==> src/rtl/gcd_req_master_if.sv <==
// Handshake bundle for gcd_req_master: operand stream in, result stream out,
// and the start/done link to the gcd core.
// master: the request master itself. slave: the environment around it
// (host front-end, result consumer and gcd core).
interface gcd_req_master_if #(
    parameter int unsigned WIDTH = 32
);
    // Operand stream
    logic             in_valid;
    logic             in_ready;
    logic [WIDTH-1:0] in_a;
    logic [WIDTH-1:0] in_b;

    // Result stream
    logic             out_valid;
    logic             out_ready;
    logic [WIDTH-1:0] out_result;
    logic [7:0]       out_seq;
    logic             out_err;

    // Core link
    logic             gcd_start;
    logic [WIDTH-1:0] gcd_a;
    logic [WIDTH-1:0] gcd_b;
    logic [WIDTH-1:0] gcd_result;
    logic             gcd_done;

    modport master (
        input  in_valid, in_a, in_b, out_ready, gcd_result, gcd_done,
        output in_ready, out_valid, out_result, out_seq, out_err,
        output gcd_start, gcd_a, gcd_b
    );

    modport slave (
        output in_valid, in_a, in_b, out_ready, gcd_result, gcd_done,
        input  in_ready, out_valid, out_result, out_seq, out_err,
        input  gcd_start, gcd_a, gcd_b
    );
endinterface

==> src/rtl/gcd_req_master.sv <==
// gcd_req_master: buffers operand pairs in a FIFO, issues them one at a time
// to a gcd core over a start/done link, and returns results in push order with
// an 8-bit sequence tag. At most one operation is outstanding.
// Optional feature: define GCD_TIMEOUT_EN to abort a WAIT that lasts TIMEOUT
// cycles (result 0, out_err 1). The TIMEOUT parameter exists only in that build.
module gcd_req_master #(
    parameter int unsigned WIDTH   = 32,
`ifdef GCD_TIMEOUT_EN
    parameter int unsigned TIMEOUT = 1024,
`endif
    parameter int unsigned DEPTH   = 4
) (
    input  logic              clk,
    input  logic              reset_n,
    gcd_req_master_if.master  bus,
    output logic              busy
);

    localparam int unsigned AW = (DEPTH > 1) ? $clog2(DEPTH) : 1;
    localparam int unsigned CW = AW + 1;
    localparam int unsigned SW = 8;
`ifdef GCD_TIMEOUT_EN
    localparam int unsigned TW = (TIMEOUT > 1) ? $clog2(TIMEOUT) : 1;
`endif

    typedef enum logic [2:0] {
        S_IDLE,
        S_ISSUE,
        S_BLANK,
        S_WAIT,
        S_RESP
    } state_e;

    state_e           state_q, state_d;
    logic [WIDTH-1:0] mem_a_q [DEPTH];
    logic [WIDTH-1:0] mem_b_q [DEPTH];
    logic [AW-1:0]    wr_ptr_q, wr_ptr_d;
    logic [AW-1:0]    rd_ptr_q, rd_ptr_d;
    logic [CW-1:0]    count_q, count_d;
    logic [SW-1:0]    seq_q, seq_d;
    logic             gcd_start_q, gcd_start_d;
    logic [WIDTH-1:0] gcd_a_q, gcd_a_d;
    logic [WIDTH-1:0] gcd_b_q, gcd_b_d;
    logic [WIDTH-1:0] result_q, result_d;
    logic [SW-1:0]    out_seq_q, out_seq_d;
    logic             err_q, err_d;
`ifdef GCD_TIMEOUT_EN
    logic [TW-1:0]    tcnt_q, tcnt_d;
`endif

    logic push;
    logic pop;
    logic full;

    // Full blocks pushes regardless of a same-cycle pop.
    assign full = (count_q == CW'(DEPTH));
    assign push = bus.in_valid && !full;

    // Output ports driven straight from state flops.
    assign bus.in_ready   = !full;
    assign bus.out_valid  = (state_q == S_RESP);
    assign bus.out_result = result_q;
    assign bus.out_seq    = out_seq_q;
    assign bus.out_err    = err_q;
    assign bus.gcd_start  = gcd_start_q;
    assign bus.gcd_a      = gcd_a_q;
    assign bus.gcd_b      = gcd_b_q;
    assign busy           = (state_q != S_IDLE) || (count_q != '0);

    // Next-state, issue and capture logic.
    always_comb begin
        state_d     = state_q;
        seq_d       = seq_q;
        gcd_start_d = 1'b0;
        gcd_a_d     = gcd_a_q;
        gcd_b_d     = gcd_b_q;
        result_d    = result_q;
        out_seq_d   = out_seq_q;
        err_d       = err_q;
        pop         = 1'b0;
`ifdef GCD_TIMEOUT_EN
        tcnt_d      = tcnt_q;
`endif

        unique case (state_q)
            S_IDLE: begin
                // Operands and start pulse land together on the edge into ISSUE.
                if (count_q != '0) begin
                    pop         = 1'b1;
                    gcd_a_d     = mem_a_q[rd_ptr_q];
                    gcd_b_d     = mem_b_q[rd_ptr_q];
                    gcd_start_d = 1'b1;
                    state_d     = S_ISSUE;
                end
            end
            S_ISSUE: begin
                state_d = S_BLANK;
            end
            S_BLANK: begin
                // gcd_done here may still be the previous op's level.
                state_d = S_WAIT;
`ifdef GCD_TIMEOUT_EN
                tcnt_d  = '0;
`endif
            end
            S_WAIT: begin
                if (bus.gcd_done) begin
                    result_d  = bus.gcd_result;
                    out_seq_d = seq_q;
                    err_d     = 1'b0;
                    seq_d     = seq_q + SW'(1);
                    state_d   = S_RESP;
                end
`ifdef GCD_TIMEOUT_EN
                else if (tcnt_q == TW'(TIMEOUT - 1)) begin
                    result_d  = '0;
                    out_seq_d = seq_q;
                    err_d     = 1'b1;
                    seq_d     = seq_q + SW'(1);
                    state_d   = S_RESP;
                end else begin
                    tcnt_d = tcnt_q + TW'(1);
                end
`endif
            end
            S_RESP: begin
                if (bus.out_ready) begin
                    state_d = S_IDLE;
                end
            end
            default: begin
                state_d = S_IDLE;
            end
        endcase
    end

    // FIFO pointer and occupancy update.
    always_comb begin
        wr_ptr_d = push ? (wr_ptr_q + AW'(1)) : wr_ptr_q;
        rd_ptr_d = pop ? (rd_ptr_q + AW'(1)) : rd_ptr_q;
        count_d  = count_q + CW'(push) - CW'(pop);
    end

    // FIFO storage.
    always_ff @(posedge clk or negedge reset_n) begin
        if (!reset_n) begin
            for (int i = 0; i < int'(DEPTH); i++) begin
                mem_a_q[i] <= '0;
                mem_b_q[i] <= '0;
            end
        end else if (push) begin
            mem_a_q[wr_ptr_q] <= bus.in_a;
            mem_b_q[wr_ptr_q] <= bus.in_b;
        end
    end

    // State and output registers.
    always_ff @(posedge clk or negedge reset_n) begin
        if (!reset_n) begin
            state_q     <= S_IDLE;
            wr_ptr_q    <= '0;
            rd_ptr_q    <= '0;
            count_q     <= '0;
            seq_q       <= '0;
            gcd_start_q <= 1'b0;
            gcd_a_q     <= '0;
            gcd_b_q     <= '0;
            result_q    <= '0;
            out_seq_q   <= '0;
            err_q       <= 1'b0;
`ifdef GCD_TIMEOUT_EN
            tcnt_q      <= '0;
`endif
        end else begin
            state_q     <= state_d;
            wr_ptr_q    <= wr_ptr_d;
            rd_ptr_q    <= rd_ptr_d;
            count_q     <= count_d;
            seq_q       <= seq_d;
            gcd_start_q <= gcd_start_d;
            gcd_a_q     <= gcd_a_d;
            gcd_b_q     <= gcd_b_d;
            result_q    <= result_d;
            out_seq_q   <= out_seq_d;
            err_q       <= err_d;
`ifdef GCD_TIMEOUT_EN
            tcnt_q      <= tcnt_d;
`endif
        end
    end

endmodule

==> src/flat_wrapper.sv <==
// flat-port wrapper written by rule: the top's interface ports become plain ports
module gcd_req_master_flat 
#(
    parameter int unsigned WIDTH   = 32,

    parameter int unsigned DEPTH   = 4
)
  (clk, reset_n, busy, bus_in_valid, bus_in_a, bus_in_b, bus_out_ready, bus_gcd_result, bus_gcd_done, bus_in_ready, bus_out_valid, bus_out_result, bus_out_seq, bus_out_err, bus_gcd_start, bus_gcd_a, bus_gcd_b);
  gcd_req_master_if #(.WIDTH(WIDTH)) bus_i ();
  input  logic clk;
  input  logic reset_n;
  output logic busy;
  input wire logic [$bits(bus_i.in_valid)-1:0] bus_in_valid;
  input wire logic [$bits(bus_i.in_a)-1:0] bus_in_a;
  input wire logic [$bits(bus_i.in_b)-1:0] bus_in_b;
  input wire logic [$bits(bus_i.out_ready)-1:0] bus_out_ready;
  input wire logic [$bits(bus_i.gcd_result)-1:0] bus_gcd_result;
  input wire logic [$bits(bus_i.gcd_done)-1:0] bus_gcd_done;
  output wire logic [$bits(bus_i.in_ready)-1:0] bus_in_ready;
  output wire logic [$bits(bus_i.out_valid)-1:0] bus_out_valid;
  output wire logic [$bits(bus_i.out_result)-1:0] bus_out_result;
  output wire logic [$bits(bus_i.out_seq)-1:0] bus_out_seq;
  output wire logic [$bits(bus_i.out_err)-1:0] bus_out_err;
  output wire logic [$bits(bus_i.gcd_start)-1:0] bus_gcd_start;
  output wire logic [$bits(bus_i.gcd_a)-1:0] bus_gcd_a;
  output wire logic [$bits(bus_i.gcd_b)-1:0] bus_gcd_b;
  assign bus_i.in_valid = bus_in_valid;
  assign bus_i.in_a = bus_in_a;
  assign bus_i.in_b = bus_in_b;
  assign bus_i.out_ready = bus_out_ready;
  assign bus_i.gcd_result = bus_gcd_result;
  assign bus_i.gcd_done = bus_gcd_done;
  assign bus_in_ready = bus_i.in_ready;
  assign bus_out_valid = bus_i.out_valid;
  assign bus_out_result = bus_i.out_result;
  assign bus_out_seq = bus_i.out_seq;
  assign bus_out_err = bus_i.out_err;
  assign bus_gcd_start = bus_i.gcd_start;
  assign bus_gcd_a = bus_i.gcd_a;
  assign bus_gcd_b = bus_i.gcd_b;
  gcd_req_master #(.WIDTH(WIDTH), .DEPTH(DEPTH)) u_core (.clk(clk), .reset_n(reset_n), .bus(bus_i), .busy(busy));
endmodule
==> config.mk <==
export PLATFORM = sky130hd
export DESIGN_NAME = gcd_req_master_flat
export DESIGN_NICKNAME = d
export VERILOG_FILES = /design/src/rtl/gcd_req_master_if.sv /design/src/rtl/gcd_req_master.sv /design/src/flat_wrapper.sv
export SDC_FILE = /design/constraint.sdc
export NUM_CORES = 1
export LEC_CHECK = 0
export CORE_MARGIN = 2
export CORE_UTILIZATION = 50
export DETAILED_ROUTE_END_ITERATION = 16
export HOLD_SLACK_MARGIN = 0.15
export PLACE_DENSITY = 0.82
export REMOVE_ABC_BUFFERS = 1
export SLEW_MARGIN = 10
export SYNTH_ARGS = -nofsm -noshare
export SYNTH_HDL_FRONTEND = slang
export SYNTH_SLANG_ARGS = --single-unit
==> constraint.sdc <==
create_clock -name clk -period 2.6 [get_ports clk]
set_input_delay 0.52 -clock clk [delete_from_list [all_inputs] [get_ports clk]]
set_output_delay 0.52 -clock clk [all_outputs]
set_load 0.02 [all_outputs]
==> Word-level counts from Yosys, hierarchy flattened <==
Index checks and enable logic that the tools add are counted.
{ "word_totals": {"out_inout_bits": 109, "mem_bits_ro": 0, "latch_bits": 0, "mem_count": 0, "regBits": 379, "input_bits": 101, "ramBits": 0, "word_cells": 62} }
{ "classes": {"addsub": 5, "eq_ne": 8, "bitwise": 2, "mux": 16, "multipliers": 0, "n_reduce_logical": 10, "n_lt_le_gt_ge": 3, "div_mod_pow": 0, "shift": 0} }
{ "op_table": {"columns": ["cell", "n"], "rows": [
  ["bitwise mux 128 bit", 2],
  ["2-to-1 mux 32 bit", 5],
  ["binary-select mux 32 bit (select 2 bit)", 2],
  ["demux 32 bit (select 2 bit)", 1],
  ["one-hot mux 3 bit (5 select lines)", 1],
  ["2-to-1 mux 3 bit", 3],
  ["adder 8 x 1 -> 8 bit, second input constant", 1],
  ["equality test 3 x 2 -> 1 bit, second input constant", 2],
  ["equality test 3 bit, second input constant", 2],
  ["greater-or-equal comparator 3 bit, second input constant", 2],
  ["NOT 2 -> 3 bit", 2],
  ["nonzero test 3 bit", 2],
  ["adder 2 x 1 -> 2 bit, second input constant", 2],
  ["inequality test 2 bit, second input constant", 2],
  ["AND reduction 2 bit", 2],
  ["adder 3 x 1 -> 3 bit", 1],
  ["equality test 3 x 1 -> 1 bit, second input constant", 1],
  ["zero test 3 bit", 1],
  ["less-than comparator 3 x 1 -> 1 bit, second input constant", 1],
  ["AND reduction 3 bit", 1],
  ["subtractor 3 x 1 -> 3 bit", 1],
  ["logical AND 1 bit", 2],
  ["2-to-1 mux 1 bit", 2],
  ["inequality test 2 x 1 -> 1 bit, second input constant", 1],
  ["2 further kinds", 2]
]} }

==> Depth between registers and ports, before layout <==
Gate-level depths: netlist (run 1).
{ "depth": {"depth_word": 6, "mapped_depth": 11, "mapped_depth_nobuf": 10} }

==> Worst setup path before layout (run 1) <==
No wires, ideal clock.
{ "synth_timing": {"path_type": "register to register", "startpoint": "register u_core.count_q[1]", "endpoint": "register u_core.count_q[2]", "synth_period_minus_slack_ps": 2430, "path_buffers": 1, "slack_ps": 170, "arrival_time_ps": 2305, "required_time_ps": 2476, "path_stages_with_launch": 12, "cell_sequence": "dfrtp_1 or3_1 nand2_1 buf_2 inv_1 ha_1 inv_1 ha_1 inv_1 fa_1 xnor2_1 xnor2_1"} }
{ "synth_via": {"word_cells_on_any_way": 8, "classes_between": "add/sub (2); eq/ne (1); mux (2); reduce/logical (3)"} }
{ "synth_lines": {"columns": ["element", "line_no", "rtl"], "rows": [
  ["start, declared", "gcd_req_master.sv:39", "logic [CW-1:0] count_q, count_d;"],
  ["start signal, assigned", "gcd_req_master.sv:178", "count_q <= count_d;"],
  ["nonzero test 3 bit", "gcd_req_master.sv:88", "if (count_q != '0) begin"],
  ["2-to-1 mux 1 bit (2 in a row)", null, null],
  ["named net u_core.gcd_start_d", "gcd_req_master.sv:41", "logic gcd_start_q, gcd_start_d;"],
  ["subtractor 3 x 1 -> 3 bit", "gcd_req_master.sv:141", "count_d = count_q + CW'(push) - CW'(pop);"],
  ["named net u_core.count_d[2]", "gcd_req_master.sv:39", null]
]} }
The timed path passes the listed nets, and every way through them passes these cells.
A chain may end at the register's enable or synchronous reset.

==> Worst setup path in the final report (run 1) <==
{ "layout_timing": {"startpoint": "register u_core.count_q[1]", "endpoint": "output port busy"} }
{ "layout_via": {"elab_chain_len": 2} }
{ "layout_lines": {"columns": ["element", "line_no", "rtl"], "rows": [
  ["nonzero test 3 bit", "gcd_req_master.sv:68", "assign busy = (state_q != S_IDLE) || (count_q != '0);"],
  ["logical OR 1 bit", "gcd_req_master.sv:68", null],
  ["end, declared", "flat_wrapper.sv:12", "output logic busy;"]
]} }
Every way passes these cells.

==> results of run 1 <==
## sequential cells by signal, summed over array words and instances (netlist names)
register / flops
u_core.mem_a_q: 128
u_core.mem_b_q: 128
u_core.bus.gcd_a: 32
u_core.bus.gcd_b: 32
u_core.bus.out_result: 32
u_core.bus.out_seq: 8
u_core.seq_q: 8
u_core.count_q: 3
u_core.state_q: 3
u_core.rd_ptr_q: 2
u_core.wr_ptr_q: 2
u_core.bus.gcd_start: 1
## kinds of logic after synthesis
kind of cell	after synthesis	share of synthesized area (%)
AND/OR/NAND/NOR	149	4.03
flip-flops	379	58.5
multiplexers	385	32.6
buffers and inverters	68	3.46
AO/OA/AOI/OAI	4	0.139
adder cells (fa/ha/maj)	8	0.663
other	1	0.0231
XOR/XNOR	12	0.648
## layer usage
metal,vias up,GRT usage [%]
met5,-,0
met4,6,3.78
met3,45,5.77
met2,226,34.0
met1,4825,27.5
li1,4024,-
## path summary, 6_finish.rpt
| kind | from | to | slack [ns] | cells past startpoint |
|---|---|---|---|---|
| max | u_core.count_q[1]$_DFF_PN0_ | busy | 0.11 | 3 |
| min | u_core.seq_q[7]$_DFFE_PN0P_ | u_core.seq_q[7]$_DFFE_PN0P_ | 0.47 | 1 |
| max reg2reg | u_core.count_q[1]$_DFF_PN0_ | u_core.count_q[2]$_DFF_PN0_ | 0.23 | 10 |
| min reg2reg | u_core.seq_q[7]$_DFFE_PN0P_ | u_core.seq_q[7]$_DFFE_PN0P_ | 0.47 | 1 |
| max in group asynchronous | reset_n | u_core.mem_b_q[123]$_DFFE_PN0P_ | 1.23 | 3 |
| min in group asynchronous | reset_n | u_core.bus.gcd_a[28]$_DFFE_PN0P_ | 0.57 | 2 |
## through the flow
stage	TNS [ns]	util (%)
after global placement	0	59.2
after CTS	0	63.1
after global routing	0	63.1
after floorplan	-69.86	-
final	0	63.1
after detailed placement	0	59.2
## power groups by stage
| stage | combinational [mW] | sequential, mW | clock (mW) |
|---|---|---|---|
| after CTS | 11.2 | 10.8 | 5.53 |
| after floorplan | 6.56 | 11.3 | 0 |
| after global routing | 11.8 | 11.1 | 5.78 |
| final | 11.0 | 10.8 | 5.40 |
| after global placement | 10.8 | 10.6 | 0 |
| after detailed placement | 11.1 | 10.8 | 0 |
## cell type report
type                            count  area [um2]
Tap cell                          402         503
Inverter                           10        37.5
Antenna cell                        1        2.50
Timing Repair Buffer              243        2580
Multi-Input combinational cell    559        6180
Clock inverter                      7        67.6
Fill cell                        2311       11700
Clock buffer                       61        1160
Sequential cell                   379        9490
## repair_timing
| action | CTS | global route |
|---|---|---|
| endpoints found under the hold margin | 63 | 0 |
| setup buffers | 0 | 0 |
| hold buffers | 1 | 0 |
| resized for setup | 2 | 1 |
| endpoints found under the setup margin | 2 | 1 |
## cell usage in the layout, fill, tap and decap left out, drive strengths merged, types with 2 or more instances in the layout
cell	instances
inv	12
clkdlybuf4s50	205
nand2b	2
clkbuf	61
nor3	4
ha	7
nand3	7
nand2	127
clkinv	4
dfrtp	379
buf	35
o21ai	2
mux4	64
mux2	321
xnor2	9
xor2	3
nor2	2
==> results.py, run 1 <==
metrics = {
    "clock_tree": {
        "cts.sinks": 379,
        "clock_latency_ns": 0.53,
        "cts_tree": "done",
        "clockBufferDepth": 3,
        "cts_root_buffer": "clkbuf_16",
        "clk_pin_slew_ns": 0.06,
        "cts_buffers": 40,
        "ctsHtreeMaxLevel": 2,
    },
    "global_routing": {
        "grt_start_max_net_pins": 72,
        "antenna_found_initial": 4,
        "grt_pass1_vias": 10118,
        "globalRouteTotalUtil_pct": 20.5,
        "grt_overflow_total": 0,
        "grt_pass1_wl_mm": 54.6,
    },
    "timing": {
        "post-route-period-util_pct": 95.8,
        "period_minus_slack_ns": 2.49,
        "fmax_mhz": 402,
        "hold_violations": 0,
        "worstMarginPinSlew_ns": 0.721,
        "rsz0062_at_grt": "false",
        "layout_setup_ws_ns": 0.110,
        "final-setup-viol-count": 0,
        "hold_slack_ns": 0.471,
        "slew_headroom_pct": 51.9,
        "slew_viol_final": 0,
        "skew_ns": 0.0105,
    },
    "place": {
        "gp_congestion": 0.762,
        "dp_hpwl_mm": 21.4,
        "placed_area_mm2": 0.0188,
        "port-buffer-count": 208,
        "place_inst": 1592,
        "pre_cts_ws_ns": 0.202,
    },
    "yosys": {
        "synth_area_per_cell_um2": 16.1,
        "yosysUniqueCellTypes": 33,
        "postSynth.asyncResetShare_pct": 100,
        "synth_common_cells": "379 x dfrtp_1, 235 x mux2_2, 127 x nand2_1",
        "synth_flop_cell": "dfrtp_1",
        "yosysMostFrequentCell": "dfrtp_1",
        "synth_edf_count": 0,
        "synthesis.area_mm2": 0.0162,
        "ys_seq_area_share_pct": 58.5,
        "ys.warnings.count": 0,
        "syn_inst": 1006,
        "ys_ff_latch": 379,
        "yosys-top-cells-area": "dfrtp_1 58%, mux2_2 16%, mux4_2 8.9%, mux2_4 5.6%, nand2_1 2.9%",
        "synth_top_area_cell": "dfrtp_1",
        "synth_top_area_share_pct": 58.5,
    },
    "setup_path": {
        "cp_max_fo": 4,
        "crit_type": "flip-flop to output pin",
        "crit_family": "simple AND/OR/NAND/NOR gates",
        "cpMaxStageDelayCell": "or3_1",
        "startpoint_type": "flip-flop",
        "crit_arrival_ns": 1.97,
        "critPathRequiredTime_ns": 2.08,
        "critPathMaxStageDelay_ns": 0.48,
        "cp.buffers_inverters": 1,
        "end_kind": "output pin",
        "path_cells": "or3_1, nand2b_1, dlygate4sd2_1",
    },
    "detailed_routing": {
        "vias": 9126,
        "routed_wl_mm": 33.5,
        "wl_met1_mm": 14.4,
        "post_drt_via_cell_ratio": 5.49,
        "first_pass_iters": 5,
        "dr_wl_met2_mm": 16.2,
        "top_layer_used": "met5",
        "remaining_drc_errors": 0,
        "ant_nets": 0,
        "wl_met3_mm": 2.39,
        "wire_per_inst_um": 20.2,
        "drt_iter0_markers": 476,
    },
    "power": {
        "p_clk_share_pct": 19.9,
        "power_mw": 27.1,
        "p_int_mw": 18.7,
        "p_sw_mw": 8.40,
        "p_leak_nw": 8.90,
        "power_frac_comb_pct": 40.5,
        "ir_drop_v": 0.000850,
        "swShare_pct": 31.0,
        "power.density_mw_per_mm2": 1360,
        "share_seq_of_total_power_pct": 39.7,
    },
    "status": {
        "status": "completed",
    },
    "die": {
        "core_area_mm2": 0.0317,
        "dieArea_mm2": 0.0339,
        "start_util_pct": 51.1,
        "die_w_um": 184,
        "fp-row-count": 65,
        "die_y_um": 184,
        "io_pins": 210,
    },
    "layout": {
        "drive_gt1_share_pct": 36.2,
        "design_area_mm2": 0.0200,
        "fin_nets": 1342,
        "area_delta_synth_final_pct": 23.5,
        "fin_cells": 1662,
    },
    "hold_path": {
        "min_path_type": "flip-flop to flip-flop",
    },
    "job": {
        "max_cap_violations": 0,
    },
}
No activity file was read; power rests on OpenSTA's default activity.
==> run 2: changes to the inputs <==
- CORE_ASPECT_RATIO: default -> 1.1
==> results.py, run 2 (synthesis results as in run 1) <==
metrics = {
    "global_routing": {
        "globalRouteTotalUtil_pct": 20.7,
        "grt_start_max_net_pins": 66,
        "antenna_found_initial": 0,
        "grt_overflow_total": 0,
        "grt_pass1_wl_mm": 55.4,
        "grt_pass1_vias": 10171,
    },
    "die": {
        "die_w_um": 176,
        "core_area_mm2": 0.0321,
        "start_util_pct": 50.5,
        "io_pins": 210,
        "dieArea_mm2": 0.0339,
        "fp-row-count": 69,
        "die_y_um": 193,
    },
    "timing": {
        "final-setup-viol-count": 0,
        "hold_violations": 0,
        "skew_ns": 0.00835,
        "rsz0062_at_grt": "false",
        "slew_viol_final": 0,
        "post-route-period-util_pct": 94.2,
        "layout_setup_ws_ns": 0.151,
        "period_minus_slack_ns": 2.45,
        "fmax_mhz": 408,
    },
    "layout": {
        "area_delta_synth_final_pct": 24.3,
        "final_common_cell": "dfrtp_1",
        "fin_nets": 1343,
        "antenna_cells": 0,
        "design_area_mm2": 0.0202,
        "reg_top3": "u_core.mem_a_q: 128 flops, u_core.mem_b_q: 128 flops",
        "fin_util_pct": 62.8,
        "nFillCells": 2337,
        "drive_gt1_share_pct": 36.9,
        "final_cell_mix": "377 x dfrtp_1, 235 x mux2_2, 205 x clkdlybuf4s50_1",
    },
    "setup_path": {
        "r2r_end": "u_core.count_q[2]$_DFF_PN0_",
        "crit_arrival_ns": 1.93,
        "critPathRequiredTime_ns": 2.08,
        "reg2reg_depth": 10,
        "cp_max_fo": 4,
        "end_kind": "output pin",
        "r2r_slack_ns": 0.25,
        "worstSetupEndpoint": "busy",
        "timing.rr.start": "u_core.count_q[1]$_DFF_PN0_",
        "crit_start": "u_core.count_q[1]$_DFF_PN0_",
        "startpoint_type": "flip-flop",
        "crit_type": "flip-flop to output pin",
    },
    "place": {
        "port-buffer-count": 208,
        "placed_area_mm2": 0.0189,
        "dp_hpwl_mm": 21.4,
        "gp_congestion": 0.743,
        "pre_cts_ws_ns": 0.231,
    },
    "detailed_routing": {
        "ant_nets": 0,
        "vias": 9129,
        "top_layer_used": "met4",
        "wire_per_inst_um": 20.0,
        "wl_met1_mm": 14.3,
        "post_drt_via_cell_ratio": 5.41,
        "first_pass_iters": 6,
        "dr_wl_met2_mm": 16.6,
        "wl_met3_mm": 2.19,
        "remaining_drc_errors": 0,
        "drt_iter0_markers": 362,
        "routed_wl_mm": 33.7,
    },
    "clock_tree": {
        "cts_buffers": 39,
        "ctsHtreeMaxLevel": 2,
        "cts_root_buffer": "clkbuf_16",
        "clock_latency_ns": 0.51,
        "cts_tree": "done",
        "clockBufferDepth": 3,
        "clk_pin_slew_ns": 0.06,
        "cts.sinks": 379,
        "cts_setup_buffers": 0,
    },
    "hold_path": {
        "min_path_type": "flip-flop to flip-flop",
        "whs_path_depth": 2,
    },
    "job": {
        "max_cap_violations": 0,
    },
    "status": {
        "status": "completed",
    },
    "power": {
        "power.density_mw_per_mm2": 1350,
        "p_leak_nw": 8.95,
        "ir_drop_v": 0.000832,
        "power_mw": 27.2,
    },
}
-- run 2: cell types whose count changed in the layout (fill, tap and decap cells not counted) --
cell	change
buf_12	+4
buf_4	-2
bufinv_16	-1
clkbuf_1	-7
clkbuf_8	+8
clkinv_2	+1
clkinvlp_4	+1
diode_2	-1
inv_6	-2
-- run 2: worst min path at each step --
| stage | startpoint | endpoint | slack, ns |
|---|---|---|---|
| after floorplan | reset_n | u_core.bus.gcd_a[0]$_DFFE_PN0P_ | 0.22 |
| after global placement | reset_n | u_core.bus.out_result[19]$_DFFE_PN0P_ | 0.45 |
| after detailed placement | reset_n | u_core.bus.out_result[19]$_DFFE_PN0P_ | 0.45 |
| after CTS | u_core.bus.out_seq[3]$_DFFE_PN0P_ | u_core.bus.out_seq[3]$_DFFE_PN0P_ | 0.48 |
| after global routing | u_core.bus.out_result[30]$_DFFE_PN0P_ | u_core.bus.out_result[30]$_DFFE_PN0P_ | 0.49 |
| final | u_core.bus.out_seq[3]$_DFFE_PN0P_ | u_core.bus.out_seq[3]$_DFFE_PN0P_ | 0.48 |
-- run 2: final cells by class --
cell class / count / area, um2 / share of cell area (%)
clock inverters: 6 / 32.5 / 0.161
flip-flops and latches: 379 / 9490 / 47.1
repair buffers: 245 / 2640 / 13.1
inverters: 10 / 37.5 / 0.186
well taps: 426 / 533 / 2.64
multi-input cells: 559 / 6180 / 30.7
clock buffers: 62 / 1240 / 6.17
-- run 2: worst max-delay path, stage by stage, from the launching register on --
cell           delay [ns]
dfrtp_1              0.43
or3_1                0.48
nand2b_1             0.19
dlygate4sd2_1        0.33
-- run 2: repair_timing --
item                                   CTS  global route
endpoints found under the hold margin   44             0
setup endpoints to repair                2             1
hold buffers                             1             0
gates resized for setup                  2             1
-- run 2: stage by stage --
stage               std cells  hold WS [ns]  setup TNS [ns]
floorplan                 948         0.224          -69.86
global placement         1618         0.452               0
detailed placement       1618         0.451               0
CTS                      1687         0.480               0
global route             1687         0.494               0
finish                   1687         0.475               0
-- run 2: report_power, final --
part	switching, mW	internal [mW]
registers	1.76	8.90
clock network	2.23	3.27
logic	4.43	6.65
total	8.42	18.8
-- run 2: routing by layer --
layer	track usage, %	vias up
li1	-	4041
met1	26.7	4805
met2	35.2	235
met3	5.63	48
met4	4.86	0
met5	0	-
==> run 3: changes to the inputs <==
- CORE_ASPECT_RATIO: 1.1 -> 1.2
==> results.py, run 3 (synthesis results as in run 1) <==
metrics = {
    "timing": {
        "period_minus_slack_ns": 2.47,
        "slew_viol_final": 0,
        "rsz0062_at_grt": "false",
        "final-setup-viol-count": 0,
        "hold_violations": 0,
        "post-route-period-util_pct": 94.8,
        "worstMarginPinSlew_ns": 0.606,
        "skew_ns": 0.0126,
        "hold_slack_ns": 0.474,
        "slew_headroom_pct": 59.6,
        "fmax_mhz": 406,
    },
    "detailed_routing": {
        "first_pass_iters": 5,
        "routed_wl_mm": 33.1,
        "post_drt_via_cell_ratio": 5.44,
        "vias": 9044,
        "drt_iter0_markers": 391,
        "wire_per_inst_um": 19.9,
        "ant_nets": 0,
        "remaining_drc_errors": 0,
    },
    "layout": {
        "reg_top3": "u_core.mem_a_q: 128 flops, u_core.mem_b_q: 128 flops",
        "final_common_cell": "dfrtp_1",
        "final_cell_mix": "377 x dfrtp_1, 235 x mux2_2, 205 x clkdlybuf4s50_1",
        "fin_nets": 1334,
        "area_delta_synth_final_pct": 23.5,
        "nFillCells": 2332,
        "drive_gt1_share_pct": 36.8,
        "fin_cells": 1661,
        "fin_util_pct": 62.5,
        "design_area_mm2": 0.0200,
    },
    "power": {
        "p_leak_nw": 8.89,
        "ir_drop_v": 0.000658,
        "power_mw": 27.2,
        "power.density_mw_per_mm2": 1360,
    },
    "setup_path": {
        "end_kind": "output pin",
        "startpoint_type": "flip-flop",
        "r2r_slack_ns": 0.26,
        "crit_type": "flip-flop to output pin",
        "r2r_end": "u_core.count_q[2]$_DFF_PN0_",
        "timing.rr.start": "u_core.count_q[1]$_DFF_PN0_",
        "cp_max_fo": 6,
        "critPathRequiredTime_ns": 2.08,
        "crit_arrival_ns": 1.95,
        "reg2reg_depth": 10,
    },
    "status": {
        "status": "completed",
    },
    "clock_tree": {
        "cts.sinks": 379,
        "cts_tree": "done",
        "clk_pin_slew_ns": 0.06,
        "cts_root_buffer": "clkbuf_16",
        "clock_latency_ns": 0.52,
        "cts_buffers": 39,
        "ctsHtreeMaxLevel": 2,
        "clockBufferDepth": 3,
    },
    "die": {
        "start_util_pct": 50.6,
        "die_w_um": 168,
        "core_area_mm2": 0.0321,
        "io_pins": 210,
        "fp-row-count": 72,
        "die_y_um": 201,
        "dieArea_mm2": 0.0339,
    },
    "place": {
        "dp_hpwl_mm": 20.3,
        "placed_area_mm2": 0.0187,
        "port-buffer-count": 208,
        "place_inst": 1590,
        "gp_congestion": 0.806,
    },
    "global_routing": {
        "grt_pass1_vias": 10019,
        "grt_overflow_total": 0,
        "antenna_found_initial": 1,
        "grt_pass1_wl_mm": 53.8,
        "grt_start_max_net_pins": 72,
        "globalRouteTotalUtil_pct": 20.1,
    },
    "hold_path": {
        "min_to": "u_core.seq_q[7]$_DFFE_PN0P_",
        "min_path_type": "flip-flop to flip-flop",
        "min_from": "u_core.seq_q[7]$_DFFE_PN0P_",
        "whs_path_depth": 1,
    },
    "job": {
        "max_cap_violations": 0,
    },
}
run 3: power by group:
group | leakage [nW] | total, mW | internal, mW | switching [mW]
logic | 3.69 | 10.9 | 6.54 | 4.40
clock network | 0.654 | 5.71 | 3.42 | 2.28
registers | 4.54 | 10.6 | 8.90 | 1.68
run 3: worst max path at each step:
stage / from / to / slack (ns) / cells past startpoint
2_1_floorplan: u_core.count_q[1]$_DFF_PN0_ / u_core.count_q[2]$_DFF_PN0_ / -1.11 / 10
3_3_place_gp: u_core.count_q[1]$_DFF_PN0_ / u_core.count_q[2]$_DFF_PN0_ / 0.31 / 10
3_5_place_dp: u_core.count_q[1]$_DFF_PN0_ / u_core.count_q[2]$_DFF_PN0_ / 0.24 / 10
4_1_cts: u_core.count_q[1]$_DFF_PN0_ / bus_in_ready / 0.09 / 2
5_1_grt: u_core.count_q[1]$_DFF_PN0_ / bus_in_ready / 0.05 / 2
6_report: u_core.count_q[1]$_DFF_PN0_ / bus_in_ready / 0.13 / 2
run 3: what timing repair did:
action / 4_1_cts / 5_1_grt
resized for setup: 2 / 0
endpoints found under the setup margin: 2 / 0
buffers inserted: 0 / 0
hold buffers: 1 / 0
hold endpoints to repair: 61 / 0
run 3: layer usage:
metal,wire (um),GRT usage [%]
met1,13800,25.7
met2,16500,33.8
met3,1930,5.17
met4,890,6.25
met5,0,0
run 3: final cells by class:
cell class	count	area [um2]	share of cell area (%)
well taps	407	509	2.54
repair buffers	236	2480	12.4
diodes	1	2.50	0.0125
clock buffers	52	1160	5.78
flip-flops and latches	379	9490	47.4
inverters	10	37.5	0.187
multi-input cells	559	6180	30.9
clock inverters	17	170	0.849
run 3: critical path: stages, from the launching register on:
cell	delay [ns]
dfrtp_1	0.42
or3b_1	0.59
dlygate4sd2_1	0.42
run 3: stage by stage:
stage | worst slack [ns] | setup TNS [ns]
after CTS | 0.0887 | 0
after detailed placement | 0.239 | 0
final | 0.135 | 0
after global routing | 0.0472 | 0
after floorplan | -1.11 | -69.86
after global placement | 0.307 | 0
